===== config.mk =====
export PLATFORM = sky130hd
export DESIGN_NAME = spi_arb_flat
export DESIGN_NICKNAME = d
export VERILOG_FILES = /design/src/rtl/spi_arb_pkg.sv /design/src/rtl/spi_arb_if.sv /design/src/rtl/spi_arb_rr.sv /design/src/rtl/spi_arb.sv /design/src/flat_wrapper.sv
export SDC_FILE = /design/constraint.sdc
export NUM_CORES = 1
export LEC_CHECK = 0
export CAP_MARGIN = 20
export CORE_MARGIN = 2
export CORE_UTILIZATION = 50
export DETAILED_ROUTE_END_ITERATION = 8
export PLACE_DENSITY_LB_ADDON = 0.12
export SETUP_SLACK_MARGIN = 0.1
export SLEW_MARGIN = 5
export SYNTH_ARGS = -nofsm -noshare
export SYNTH_HDL_FRONTEND = slang
export SYNTH_SLANG_ARGS = --single-unit

===== constraint.sdc =====
create_clock -name clk -period 4.7 [get_ports clk]
set_clock_uncertainty 0.15 [all_clocks]
set_input_delay 0.94 -clock clk [delete_from_list [all_inputs] [get_ports clk]]
set_output_delay 0.94 -clock clk [all_outputs]
set_load 0.01 [all_outputs]

===== src/rtl/spi_arb_pkg.sv =====
// Shared constants for the two-requester SPI engine arbiter.
// Latency: n/a (declarations only).
// Backpressure: n/a.
package spi_arb_pkg;

    localparam int NREQ   = 2;
    localparam int BYTE_W = 8;

    typedef logic [3:0] state_t;

    localparam state_t ST_IDLE    = 4'd0;
    localparam state_t ST_SETUP   = 4'd1;
    localparam state_t ST_READY   = 4'd2;
    localparam state_t ST_WR      = 4'd3;
    localparam state_t ST_WAIT_LO = 4'd4;
    localparam state_t ST_WAIT_HI = 4'd5;
    localparam state_t ST_RD0     = 4'd6;
    localparam state_t ST_RD1     = 4'd7;
    localparam state_t ST_RELEASE = 4'd8;

    // One-hot grant vector for a requester index.
    function automatic logic [NREQ-1:0] idx_to_onehot(input logic idx);
        logic [NREQ-1:0] oh;
        oh      = '0;
        oh[idx] = 1'b1;
        return oh;
    endfunction

endpackage


===== src/rtl/spi_arb_if.sv =====
// Requester handshakes plus the byte-wide SPI engine bus of the arbiter.
// Latency: n/a (wiring only).
// Backpressure: tx_valid/tx_ready per requester; engine paces via spi_rdy.
interface spi_arb_if;
    import spi_arb_pkg::*;

    logic [NREQ-1:0]        req;
    logic [NREQ-1:0]        gnt;
    logic [NREQ-1:0]        tx_valid;
    logic [NREQ*BYTE_W-1:0] tx_data;
    logic [NREQ-1:0]        tx_ready;
    logic [NREQ-1:0]        rx_valid;
    logic [BYTE_W-1:0]      rx_data;
    logic [NREQ-1:0]        err;
    logic [NREQ-1:0]        n_cs;
    logic [BYTE_W-1:0]      spi_d_out;
    logic [BYTE_W-1:0]      spi_d_in;
    logic                   spi_n_we;
    logic                   spi_n_oe;
    logic                   spi_n_sel;
    logic                   spi_rdy;

    // Arbiter side.
    modport master (
        input  req, tx_valid, tx_data, spi_d_in, spi_rdy,
        output gnt, tx_ready, rx_valid, rx_data, err, n_cs,
               spi_d_out, spi_n_we, spi_n_oe, spi_n_sel
    );

    // Requesters plus engine side.
    modport slave (
        output req, tx_valid, tx_data, spi_d_in, spi_rdy,
        input  gnt, tx_ready, rx_valid, rx_data, err, n_cs,
               spi_d_out, spi_n_we, spi_n_oe, spi_n_sel
    );

endinterface


===== src/rtl/spi_arb_rr.sv =====
// Two-way round-robin picker: one-hot pick from req and last-granted index.
// Latency: combinational.
// Backpressure: none; caller decides when to register the pick.
module spi_arb_rr
    import spi_arb_pkg::*;
(
    input  logic [NREQ-1:0] req_i,
    input  logic            last_i,
    output logic [NREQ-1:0] pick_o
);

    // On contention the requester that was not granted last wins.
    always_comb begin
        pick_o = req_i;
        if (req_i[0] && req_i[1]) begin
            pick_o = idx_to_onehot(~last_i);
        end
    end

endmodule


===== src/rtl/spi_arb.sv =====
// Grants one of two requesters the SPI engine and sequences write/wait/read per byte.
// Latency: tx_ready to rx_valid is 5 cycles plus engine shift time.
// Backpressure: one byte in flight; requester waits for tx_ready, engine stalls via spi_rdy.
module spi_arb
    import spi_arb_pkg::*;
#(
    parameter int CS_SETUP = 2,
    parameter int TIMEOUT  = 1023
) (
    input  logic      clk,
    input  logic      n_rst,
    spi_arb_if.master bus
);

    localparam int SW = $clog2(CS_SETUP + 1);
    localparam int WW = $clog2(TIMEOUT + 1);

    state_t            state_q, state_d;
    logic [NREQ-1:0]   gnt_q, gnt_d;
    logic [NREQ-1:0]   n_cs_q;
    logic              gidx_q, gidx_d;
    logic              last_q, last_d;
    logic [SW-1:0]     setup_cnt_q, setup_cnt_d;
    logic [WW-1:0]     wait_cnt_q, wait_cnt_d;
    logic [BYTE_W-1:0] d_out_q, d_out_d;
    logic [BYTE_W-1:0] rx_data_q, rx_data_d;
    logic [NREQ-1:0]   tx_ready_q, tx_ready_d;
    logic [NREQ-1:0]   rx_valid_q, rx_valid_d;
    logic [NREQ-1:0]   err_q, err_d;
    logic              n_we_q, n_oe_q, n_sel_q;
    logic [NREQ-1:0]   pick;
    logic [BYTE_W-1:0] tx_byte;

    spi_arb_rr u_rr (
        .req_i  (bus.req),
        .last_i (last_q),
        .pick_o (pick)
    );

    // Each requester owns its own byte lane of tx_data.
    assign tx_byte = gidx_q ? bus.tx_data[BYTE_W +: BYTE_W] : bus.tx_data[0 +: BYTE_W];

    // Next-state and datapath decisions for the grant/byte sequencer.
    always_comb begin
        state_d     = state_q;
        gnt_d       = gnt_q;
        gidx_d      = gidx_q;
        last_d      = last_q;
        setup_cnt_d = setup_cnt_q;
        wait_cnt_d  = wait_cnt_q;
        d_out_d     = d_out_q;
        rx_data_d   = rx_data_q;
        tx_ready_d  = '0;
        rx_valid_d  = '0;
        err_d       = '0;
        case (state_q)
            ST_IDLE: begin
                if (|bus.req) begin
                    gnt_d       = pick;
                    gidx_d      = pick[1];
                    setup_cnt_d = '0;
                    state_d     = ST_SETUP;
                end
            end
            ST_SETUP: begin
                if (setup_cnt_q == SW'(CS_SETUP - 1)) begin
                    state_d = ST_READY;
                end else begin
                    setup_cnt_d = setup_cnt_q + SW'(1);
                end
            end
            ST_READY: begin
                if (!bus.req[gidx_q]) begin
                    gnt_d   = '0;
                    state_d = ST_RELEASE;
                end else if (bus.tx_valid[gidx_q]) begin
                    tx_ready_d = gnt_q;
                    d_out_d    = tx_byte;
                    state_d    = ST_WR;
                end
            end
            ST_WR: begin
                wait_cnt_d = '0;
                state_d    = ST_WAIT_LO;
            end
            ST_WAIT_LO, ST_WAIT_HI: begin
                // A completing handshake takes priority over a coincident timeout.
                wait_cnt_d = wait_cnt_q + WW'(1);
                if (state_q == ST_WAIT_LO && !bus.spi_rdy) begin
                    state_d = ST_WAIT_HI;
                end else if (state_q == ST_WAIT_HI && bus.spi_rdy) begin
                    state_d = ST_RD0;
                end else if (wait_cnt_q == WW'(TIMEOUT - 1)) begin
                    err_d   = gnt_q;
                    gnt_d   = '0;
                    state_d = ST_RELEASE;
                end
            end
            ST_RD0: begin
                state_d = ST_RD1;
            end
            ST_RD1: begin
                // Always return to READY so rx_valid is delivered even if req dropped.
                rx_data_d  = bus.spi_d_in;
                rx_valid_d = gnt_q;
                state_d    = ST_READY;
            end
            ST_RELEASE: begin
                last_d  = gidx_q;
                state_d = ST_IDLE;
            end
            default: begin
                gnt_d   = '0;
                state_d = ST_IDLE;
            end
        endcase
    end

    // State, datapath and registered strobes decoded from the next state.
    always_ff @(posedge clk or negedge n_rst) begin
        if (!n_rst) begin
            state_q     <= ST_IDLE;
            gnt_q       <= '0;
            n_cs_q      <= '1;
            gidx_q      <= 1'b0;
            last_q      <= 1'b1;
            setup_cnt_q <= '0;
            wait_cnt_q  <= '0;
            d_out_q     <= '0;
            rx_data_q   <= '0;
            tx_ready_q  <= '0;
            rx_valid_q  <= '0;
            err_q       <= '0;
            n_we_q      <= 1'b1;
            n_oe_q      <= 1'b1;
            n_sel_q     <= 1'b1;
        end else begin
            state_q     <= state_d;
            gnt_q       <= gnt_d;
            n_cs_q      <= ~gnt_d;
            gidx_q      <= gidx_d;
            last_q      <= last_d;
            setup_cnt_q <= setup_cnt_d;
            wait_cnt_q  <= wait_cnt_d;
            d_out_q     <= d_out_d;
            rx_data_q   <= rx_data_d;
            tx_ready_q  <= tx_ready_d;
            rx_valid_q  <= rx_valid_d;
            err_q       <= err_d;
            n_we_q      <= (state_d != ST_WR);
            n_oe_q      <= !(state_d == ST_RD0 || state_d == ST_RD1);
            n_sel_q     <= (state_d == ST_IDLE || state_d == ST_RELEASE);
        end
    end

    assign bus.gnt       = gnt_q;
    assign bus.n_cs      = n_cs_q;
    assign bus.tx_ready  = tx_ready_q;
    assign bus.rx_valid  = rx_valid_q;
    assign bus.rx_data   = rx_data_q;
    assign bus.err       = err_q;
    assign bus.spi_d_out = d_out_q;
    assign bus.spi_n_we  = n_we_q;
    assign bus.spi_n_oe  = n_oe_q;
    assign bus.spi_n_sel = n_sel_q;

endmodule


===== src/flat_wrapper.sv =====
// flat-port wrapper written by rule: the top's interface ports become plain ports
module spi_arb_flat import spi_arb_pkg::*;
#(
    parameter int CS_SETUP = 2,
    parameter int TIMEOUT  = 1023
)
  (clk, n_rst, bus_req, bus_tx_valid, bus_tx_data, bus_spi_d_in, bus_spi_rdy, bus_gnt, bus_tx_ready, bus_rx_valid, bus_rx_data, bus_err, bus_n_cs, bus_spi_d_out, bus_spi_n_we, bus_spi_n_oe, bus_spi_n_sel);
  spi_arb_if bus_i ();
  input  logic clk;
  input  logic n_rst;
  input wire logic [$bits(bus_i.req)-1:0] bus_req;
  input wire logic [$bits(bus_i.tx_valid)-1:0] bus_tx_valid;
  input wire logic [$bits(bus_i.tx_data)-1:0] bus_tx_data;
  input wire logic [$bits(bus_i.spi_d_in)-1:0] bus_spi_d_in;
  input wire logic [$bits(bus_i.spi_rdy)-1:0] bus_spi_rdy;
  output wire logic [$bits(bus_i.gnt)-1:0] bus_gnt;
  output wire logic [$bits(bus_i.tx_ready)-1:0] bus_tx_ready;
  output wire logic [$bits(bus_i.rx_valid)-1:0] bus_rx_valid;
  output wire logic [$bits(bus_i.rx_data)-1:0] bus_rx_data;
  output wire logic [$bits(bus_i.err)-1:0] bus_err;
  output wire logic [$bits(bus_i.n_cs)-1:0] bus_n_cs;
  output wire logic [$bits(bus_i.spi_d_out)-1:0] bus_spi_d_out;
  output wire logic [$bits(bus_i.spi_n_we)-1:0] bus_spi_n_we;
  output wire logic [$bits(bus_i.spi_n_oe)-1:0] bus_spi_n_oe;
  output wire logic [$bits(bus_i.spi_n_sel)-1:0] bus_spi_n_sel;
  assign bus_i.req = bus_req;
  assign bus_i.tx_valid = bus_tx_valid;
  assign bus_i.tx_data = bus_tx_data;
  assign bus_i.spi_d_in = bus_spi_d_in;
  assign bus_i.spi_rdy = bus_spi_rdy;
  assign bus_gnt = bus_i.gnt;
  assign bus_tx_ready = bus_i.tx_ready;
  assign bus_rx_valid = bus_i.rx_valid;
  assign bus_rx_data = bus_i.rx_data;
  assign bus_err = bus_i.err;
  assign bus_n_cs = bus_i.n_cs;
  assign bus_spi_d_out = bus_i.spi_d_out;
  assign bus_spi_n_we = bus_i.spi_n_we;
  assign bus_spi_n_oe = bus_i.spi_n_oe;
  assign bus_spi_n_sel = bus_i.spi_n_sel;
  spi_arb #(.CS_SETUP(CS_SETUP), .TIMEOUT(TIMEOUT)) u_core (.clk(clk), .n_rst(n_rst), .bus(bus_i));
endmodule

==> insert_results.sql <==
INSERT INTO impl_metrics (metric_group, metric, value, unit) VALUES
('run_status', 'run_status', 'finished clean', ''),
('worst_setup_path', 'timing.critical_path.max_delay_family', 'compound AO/OA/AOI/OAI gates', ''),
('sta', 'final_min_period_over_clock_period', '56.6', '%'),
('worst_setup_path', 'rr_endpoint', 'u_core.bus.gnt[0]$_DFF_PN0_', ''),
('die', 'initial_core_util', '52.9', '%'),
('clocking', 'number_of_clock_sinks', '47', ''),
('global_route', 'globalRouteOverflowTotal', '0', ''),
('die', 'core_region_area', '0.00409', 'mm^2'),
('sta', 'max_clock_freq', '376', 'MHz'),
('worst_setup_path', 'critical_path.slowest_cell', 'sky130_fd_sc_hd__clkdlybuf4s50_1', ''),
('logic_synthesis', 'synth_fp_nets', '233', ''),
('min_path', 'endpoint_of_the_worst_hold_timing_path', 'u_core.setup_cnt_q[0]$_DFFE_PN0P_', ''),
('pwr', 'peakVddDrop', '363', 'uV'),
('global_route', 'most_crowded_layer_after_global_routing', 'met2', ''),
('worst_setup_path', 'critical_path.max_fanout', '7', ''),
('clocking', 'postCtsSetupRepairBufs', '0', ''),
('worst_setup_path', 'reg2reg_slack', '2.41', 'ns'),
('logic_synthesis', 'synthDistinctLibCells', '46', ''),
('worst_setup_path', 'regToRegStartpoint', 'u_core.gidx_q$_DFFE_PN0P_', ''),
('clocking', 'clk_root_buffer_cell', 'sky130_fd_sc_hd__clkbuf_8', ''),
('sta', 'worstMarginPinSlew', '0.768', 'ns'),
('min_path', 'holdCritStartpoint', 'u_core.setup_cnt_q[0]$_DFFE_PN0P_', ''),
('worst_setup_path', 'cpPeakStageDelay', '0.53', 'ns'),
('drt', 'routed_wl', '4310', 'um'),
('clocking', 'ctsHtreeMaxLevel', '2', ''),
('worst_setup_path', 'cp_num_buf_inv', '1', ''),
('worst_setup_path', 'crit_chain', 'clkdlybuf4s50_1 > mux2_2 > a221oi_1 > o211ai_1 > a221o_1', ''),
('placement', 'hpwlAfterDp', '3130', 'um'),
('clocking', 'cts-buffers-inserted', '5', ''),
('placement', 'numPortBuffers', '59', ''),
('worst_setup_path', 'setup.worst_path.end_class', 'flip-flop', ''),
('layout', 'antenna_diode_count', '0', ''),
('sta', 'min_period', '2.66', 'ns'),
('drt', 'route.detailed.vias_per_inst', '5.57', ''),
('worst_setup_path', 'crit_arrival', '2.69', 'ns'),
('pwr', 'cellLeakagePower', '0.00120', 'uW'),
('die', 'pin_count', '60', ''),
('global_route', 'grt_max_degree', '48', ''),
('die', 'design.die.area', '0.00486', 'mm^2'),
('global_route', 'grt_use_met1', '24.6', '%'),
('global_route', 'grt_first_pass_wirelength', '7570', 'um'),
('sta', 'slew-limit-headroom', '48.3', '%'),
('clocking', 'clkLatencyLatePin', '0.29', 'ns'),
('logic_synthesis', 'synth-seq-area-share', '54.8', '%'),
('layout', 'layout-drive-gt1-share', '12.7', '%'),
('layout', 'finish.net_count', '292', ''),
('placement', 'placedInstanceArea', '0.00277', 'mm^2'),
('worst_setup_path', 'worst_r2r_path_depth', '4', ''),
('placement', 'place_congestion', '0.793', ''),
('logic_synthesis', 'synth.avg_cell_area', '10.9', 'um^2'),
('sta', 'setup_repair_after_global_routing_missed_its_margin', 'no', ''),
('global_route', 'grt_antenna_before_repair', '0', ''),
('logic_synthesis', 'number_of_enable_type_register_cells_in_the_synthesized_netlist', '0', ''),
('die', 'placementRows', '23', ''),
('pwr', 'power.density', '557', 'mW/mm^2'),
('clocking', 'cts_tree', 'yes', ''),
('layout', 'area_delta_synth_final', '33.8', '%'),
('layout', 'final_design_area_no_fill', '0.00289', 'mm^2'),
('logic_synthesis', 'postSynthRegisterBits', '47', ''),
('global_route', 'first_global_vias', '1663', ''),
('clocking', 'cts_hold_buffers', '0', ''),
('drt', 'via_count', '1722', ''),
('die', 'die_w', '69.7', 'um'),
('logic_synthesis', 'synth.yosys.warnings', '0', ''),
('layout', 'fin_cells', '309', ''),
('logic_synthesis', 'synth_ff_type', 'sky130_fd_sc_hd__dfrtp_1', ''),
('min_path', 'min-delay-path-class', 'flip-flop to flip-flop', ''),
('min_path', 'cell_depth_of_the_worst_min_delay_path', '1', ''),
('logic_synthesis', 'postSynthCellCount', '199', ''),
('drt', 'routed_wire_length_per_instance', '14.0', 'um'),
('global_route', 'met3_usage', '4.94', '%');
[cell type report]
cell class	instances	area, um^2
Multi-Input combinational cell	135	906
Fill cell	318	1200
Clock inverter	2	16.3
Sequential cell	47	1180
Tap cell	50	62.6
Timing Repair Buffer	60	606
Clock buffer	6	82.6
Inverter	9	33.8
[cell families after synthesis]
logic type	Yosys count	share of synthesized area [%]
buffers and inverters	17	3.30
XOR/XNOR	2	0.811
multiplexers	19	9.32
AO/OA/AOI/OAI	44	13.1
adder cells (fa/ha/maj)	3	1.74
AND/OR/NAND/NOR	67	17.0
flip-flops	47	54.8
[worst max path at each step]
stage | from | endpoint | cells past startpoint
floorplan | bus_req[1] | u_core.bus.gnt[0]$_DFF_PN0_ | 4
global placement | bus_req[1] | u_core.bus.gnt[0]$_DFF_PN0_ | 5
detailed placement | bus_req[1] | u_core.bus.gnt[0]$_DFF_PN0_ | 5
CTS | bus_req[1] | u_core.bus.gnt[0]$_DFF_PN0_ | 5
global route | bus_req[1] | u_core.bus.n_cs[0]$_DFF_PN1_ | 5
finish | bus_req[1] | u_core.bus.gnt[0]$_DFF_PN0_ | 5
[flip-flops by register name (all words and copies together) (netlist names)]
signal                cells
u_core.bus.err            2
u_core.bus.gnt            2
u_core.bus.n_cs           2
u_core.bus.rx_data        8
u_core.bus.rx_valid       2
u_core.bus.spi_d_out      8
u_core.bus.spi_n_oe       1
u_core.bus.spi_n_sel      1
u_core.bus.spi_n_we       1
u_core.bus.tx_ready       2
u_core.gidx_q             1
u_core.last_q             1
u_core.setup_cnt_q        2
u_core.state_q            4
u_core.wait_cnt_q        10
[power by group]
group	switching [uW]	total [uW]	internal, uW
registers	145	698	552
logic	289	661	373
clock network	132	252	120
[metrics by stage]
step / setup slack, ns / hold slack [ns] / utilization [%]
after floorplan: 2.43 / 0.307 / -
after global placement: 1.83 / 0.315 / 67.8
after detailed placement: 1.76 / 0.326 / 67.8
after CTS: 2.06 / 0.337 / 70.2
after global routing: 1.94 / 0.357 / 70.7
final: 2.04 / 0.333 / 70.7
[synth_stat cells, types with 2 or more instances]
| cell type | n | share of area [%] |
|---|---|---|
| sky130_fd_sc_hd__inv_1 | 9 | 1.6 |
| sky130_fd_sc_hd__o22ai_1 | 2 | 0.58 |
| sky130_fd_sc_hd__nand4_1 | 5 | 1.4 |
| sky130_fd_sc_hd__o21ai_0 | 15 | 3.5 |
| sky130_fd_sc_hd__a211oi_1 | 2 | 0.69 |
| sky130_fd_sc_hd__nor4b_1 | 2 | 0.81 |
| sky130_fd_sc_hd__dfstp_2 | 6 | 7.3 |
| sky130_fd_sc_hd__and2_1 | 2 | 0.58 |
| sky130_fd_sc_hd__ha_1 | 3 | 1.7 |
| sky130_fd_sc_hd__a221oi_1 | 3 | 1.2 |
| sky130_fd_sc_hd__or3_1 | 2 | 0.58 |
| sky130_fd_sc_hd__mux2i_1 | 10 | 4.6 |
| sky130_fd_sc_hd__nand3b_1 | 2 | 0.69 |
| sky130_fd_sc_hd__nand2_1 | 13 | 2.3 |
| sky130_fd_sc_hd__nor3_1 | 3 | 0.69 |
| sky130_fd_sc_hd__nand3_1 | 3 | 0.69 |
| sky130_fd_sc_hd__nor2_1 | 20 | 3.5 |
| sky130_fd_sc_hd__buf_2 | 3 | 0.69 |
| sky130_fd_sc_hd__nor4_1 | 3 | 0.87 |
| sky130_fd_sc_hd__dfrtp_1 | 41 | 47 |
| sky130_fd_sc_hd__a21oi_1 | 10 | 2.3 |
| sky130_fd_sc_hd__clkbuf_1 | 4 | 0.69 |
| sky130_fd_sc_hd__xnor2_1 | 2 | 0.81 |
| sky130_fd_sc_hd__mux2_2 | 9 | 4.7 |
| sky130_fd_sc_hd__and3_1 | 2 | 0.58 |
| sky130_fd_sc_hd__a31oi_1 | 3 | 0.87 |
[per-layer routing]
| metal | vias to the layer above | wire length (um) |
|---|---|---|
| met2 | 57 | 2120 |
| met4 | 0 | 31 |
| met1 | 823 | 1880 |
| met3 | 5 | 277 |
| li1 | 837 | - |
| met5 | - | 0 |
Note: power is estimated with default switching activity, not from simulation.
==> edit 1 (same flow settings) <==
`BYTE_W`: 8 -> 7.
--- a/src/rtl/spi_arb_pkg.sv
+++ b/src/rtl/spi_arb_pkg.sv
@@ -4,7 +4,7 @@
 package spi_arb_pkg;
 
     localparam int NREQ   = 2;
-    localparam int BYTE_W = 8;
+    localparam int BYTE_W = 7;
 
     typedef logic [3:0] state_t;
 
Ports: changed (resized bus_rx_data, bus_spi_d_in, bus_spi_d_out and bus_tx_data); port bits go from 60 to 55. The function was not compared with the original's and may differ.
==> edit 1 against the original RTL <==
- routed wire length grew 4.1%
- worst setup slack gained 0.14 ns
- critical endpoint unchanged
- final cell count is 6.1% lower
- sequential cell count fell by 2
- area after synthesis is 0.52% lower
- power shrank 5.2%
- maximum frequency increased by 5.7%
- highest routed layer unchanged
- clock power grew 3%
- design area is 2.4% lower
- first-iteration DRC count shrank 17%
- sequential share of layout area down 0.78 points
==> edit 1: results (changes against the original RTL) <==
outcome: "finished clean"
yosys-top-cells-count: "dfrtp_1, o21ai_0, nand2_1, mux2_2, mux2i_1"
worstHoldEndpoint: "u_core.bus.spi_d_out[4]$_DFFE_PN0P_"
synthCells: 184  # -7.5%
ys_top_cells_by_area: "dfrtp_1, dfstp_2, mux2_2"
dp_hpwl_mm: 3.263  # +4.1%
multi_input_area_um2: 949.7  # +4.8%
gp_congestion: 0.7768  # -2.0%
wl_mm: 4.490  # +4.1%
wl_per_cell_um: 15.48  # +11%
largest_reg_flops: 10  # unchanged
hold_depth: 2  # +1
clkTransAtPathRegs_ns: 0.09  # about the same
drt_iter0_drc: 95  # -17%
grt_usage: 0.2034  # +0.01177
syn-num-nets: 215  # -7.7%
port_buffers: 54  # -8.5%
place_inst: 281  # -6.3%
min_period_over_period: 0.5354  # -0.03076
nets: 270  # -7.5%
placed_area_mm2: 0.002700  # -2.6%
fillers: 307  # -3.5%
peakVddDrop_v: 0.0003406  # -6.1%
synth_cell_types: 50  # +8.7%
min_from: "u_core.bus.spi_d_out[4]$_DFFE_PN0P_"
seq_area_frac_synth: 0.5274  # -0.02041
grt_max_degree: 46  # -4.2%
post-place-ws_ns: 1.920  # +0.1625 ns
cp_max_fo: 6  # -1
antenna_found_initial: 0  # unchanged
p_leak_nw: 1.198  # about the same
grt_pass1_vias: 1588  # -4.5%
via_per_inst: 5.624  # +0.92%
tightest_slew_ns: 0.5808  # -0.1876 ns
cp.arrival_ns: 2.56  # -0.13 ns
holdWs_ns: 0.3365  # +0.003896 ns
grt_pass1_wl_mm: 7.859  # +3.8%
## edit 1: cell types whose count changed after synthesis, sizes merged, moves of 3 or more
cell    change
a21oi       -8
buf         +3
clkbuf      -4
inv         -4
nand2       +5
nand3       +5
nor2       -11
o21ai       +5
## edit 1: cells by family after synthesis
| family | after synthesis | share of synthesized area |
|---|---|---|
| flip-flops | 45 | 0.5274 |
| multiplexers | 20 | 0.09896 |
| AND/OR/NAND/NOR | 64 | 0.2066 |
| adder cells (fa/ha/maj) | 3 | 0.01746 |
| XOR/XNOR | 1 | 0.004075 |
| buffers and inverters | 12 | 0.03085 |
| AO/OA/AOI/OAI | 39 | 0.1147 |
## edit 1: power by group
group          internal (mW)  switching (mW)
combinational          0.342           0.258
sequential             0.519           0.148
clock                  0.133           0.128
## edit 1: area by class of cell
| type | count | area share |
|---|---|---|
| flip-flops and latches | 45 | 0.4018 |
| multi-input cells | 127 | 0.3366 |
| repair buffers | 55 | 0.1969 |
| clock buffers | 7 | 0.03415 |
| well taps | 50 | 0.02217 |
| inverters | 5 | 0.006652 |
| clock inverters | 1 | 0.001774 |
## edit 1: metal layers
| layer | vias up | GRT usage | part of all wire |
|---|---|---|---|
| li1 | 778 | - | - |
| met1 | 789 | 0.2814 | 0.46 |
| met2 | 59 | 0.3088 | 0.47 |
| met3 | 5 | 0.05669 | 0.061 |
| met4 | 0 | 0.06972 | 0.014 |
| met5 | - | 0 | 0 |
## edit 1: critical path: stages
cell,delay [ns]
clkdlybuf4s50_1,0.50
mux2_2,0.34
o21ai_0,0.24
o221ai_2,0.19
a221o_1,0.33
==> edit 2 (same settings) <==
Made on the original files. Reset style: synchronous (`n_rst`), changed in one clocked block.
--- a/src/rtl/spi_arb.sv
+++ b/src/rtl/spi_arb.sv
@@ -117,7 +117,7 @@
     end
 
     // State, datapath and registered strobes decoded from the next state.
-    always_ff @(posedge clk or negedge n_rst) begin
+    always_ff @(posedge clk) begin
         if (!n_rst) begin
             state_q     <= ST_IDLE;
             gnt_q       <= '0;
Formal check against the unedited RTL: differs if n_rst is asserted again (counterexample within 4 cycles, from zero or initial values and one cycle with n_rst low); with n_rst held inactive, the same outputs for 10 cycles.
==> edit 2 against the original RTL <==
- via count grew 12%
- sequential cell count stayed put
- routed wire length is 8.6% higher
- global-route usage increased by 0.61 points
- area after synthesis up 0.69%
- design area is 0.43% lower
- largest cell class is now multi-input combinational cells
- sequential share of layout area is 8.3 points lower
- worst setup slack lost 0.11 ns
Power is not compared: it rests on default switching activity, and its combinational part moved more than twofold at a synthesized area within 25%.
==> edit 2: results (changes against the original RTL) <==
outcome: "finished clean"
fillers: 344  # +8.2%
synth_cell_types: 49  # +6.5%
clk_latency_ns: 0.30
yosysTopAreaCellShare: 0.4324  # -0.04238
grt_pass1_wl_mm: 7.941  # +4.9%
clock_path_buffers: 2  # unchanged
synth_async_sr_flop_share: 0  # -1.000
post-cts-setup-buffer-count: 0  # unchanged
drt_iter0_drc: 134  # +18%
grt_pass1_vias: 1790  # +7.6%
holdWs_ns: 0.3141  # -0.01850 ns
p_comb_frac: 0.288
p_per_area_mw_per_mm2: 392.5
r2r-start: "u_core.gidx_q$_SDFFE_PN0P_"
crit_end: "u_core.bus.spi_d_out[6]$_SDFFE_PN0P_"
yosys-top-cells-count: "dfxtp_1, nand2_1, nor2_1, nand3_1, o21ai_0"
nets: 337  # +15%
slew_headroom: 0.3784  # -0.1046
largest_register: "u_core.wait_cnt_q"
min_from: "u_core.bus.rx_data[4]$_SDFFE_PN0P_"
cts_max_level: 2  # unchanged
grt_usage: 0.1978  # +0.006128
seq_area_frac_synth: 0.4324  # -0.1153
min_period_over_period: 0.5895  # +0.02337
first_pass_iters: 4  # unchanged
clkTransAtPathRegs_ns: 0.08
antenna_left: 0  # unchanged
ys_top_cells_by_area: "dfxtp_1, nand2_1, mux2i_1"
antenna_cells: 0  # unchanged
worst-r2r-setup-slack_ns: 2.26  # -0.15 ns
layout-drive-gt1-share: 0.04934  # -0.07807
gp_congestion: 0.7394  # -6.7%
dp_hpwl_mm: 3.220  # +2.8%
ys_warn_count: 0  # unchanged
worstHoldEndpoint: "u_core.bus.rx_data[4]$_SDFFE_PN0P_"
syn-num-nets: 285  # +22%
ys.flop_type: "dfxtp_1"
cp_max_fo: 18  # +11
p_leak_nw: 1.114
grt_max_degree: 39  # -19%
hp-class: "flop to flop"
wl_mm: 4.685  # +8.6%
antenna_found_initial: 0  # unchanged
vias: 1932  # +12%
startpoint: "bus_req[1]"
hold_depth: 2  # +1
ctsRootBufferMaster: "clkbuf_8"
cp.arrival_ns: 2.82  # +0.13 ns
## edit 2: cell count changes in the layout (fill, tap and decap cells not counted), sizes merged, moves of 7 or more
cell	unedited run	this run
dfxtp	0	47
mux2	9	0
inv	9	2
nand3	3	12
nand2	13	47
a21boi	1	10
o211a	0	11
dfrtp	41	0
## edit 2: metrics by stage
| step | area (µm²) | cells | utilization | setup slack, ns |
|---|---|---|---|---|
| after floorplan | 2176 | 251 | - | 2.490 |
| after global placement | 2765 | 346 | 0.6767 | 1.686 |
| after detailed placement | 2765 | 346 | 0.6767 | 1.608 |
| after CTS | 2878 | 354 | 0.7042 | 1.932 |
| after global routing | 2878 | 354 | 0.7042 | 1.719 |
| final | 2878 | 354 | 0.7042 | 1.929 |
## edit 2: cells by family after synthesis
family                   synth area share
flip-flops                         0.4324
buffers and inverters             0.03623
AO/OA/AOI/OAI                      0.2007
XOR/XNOR                         0.004026
adder cells (fa/ha/maj)           0.01725
AND/OR/NAND/NOR                    0.2588
multiplexers                      0.05061
## edit 2: layout make-up
type | instances | area, µm² | area share
clock buffer | 5 | 68.82 | 0.02391
multi-input combinational | 187 | 1156 | 0.4017
timing repair buffer | 60 | 598.1 | 0.2078
sequential | 47 | 940.9 | 0.3270
clock inverter | 3 | 43.79 | 0.01522
inverter | 2 | 7.507 | 0.002609
tap | 50 | 62.56 | 0.02174
## edit 2: critical path, cell delays in order
cell             delay, ns
clkdlybuf4s50_1       0.56
mux2i_1               0.22
nor3_2                0.81
nand2_1               0.12
o211a_1               0.16
## edit 2: routing by layer
layer | share of wire | vias up | track usage
met3 | 0.054 | 2 | 0.05195
met1 | 0.46 | 870 | 0.2525
met5 | 0 | - | 0
li1 | - | 1002 | -
met4 | 0.0055 | 0 | 0.05342
met2 | 0.48 | 58 | 0.3302
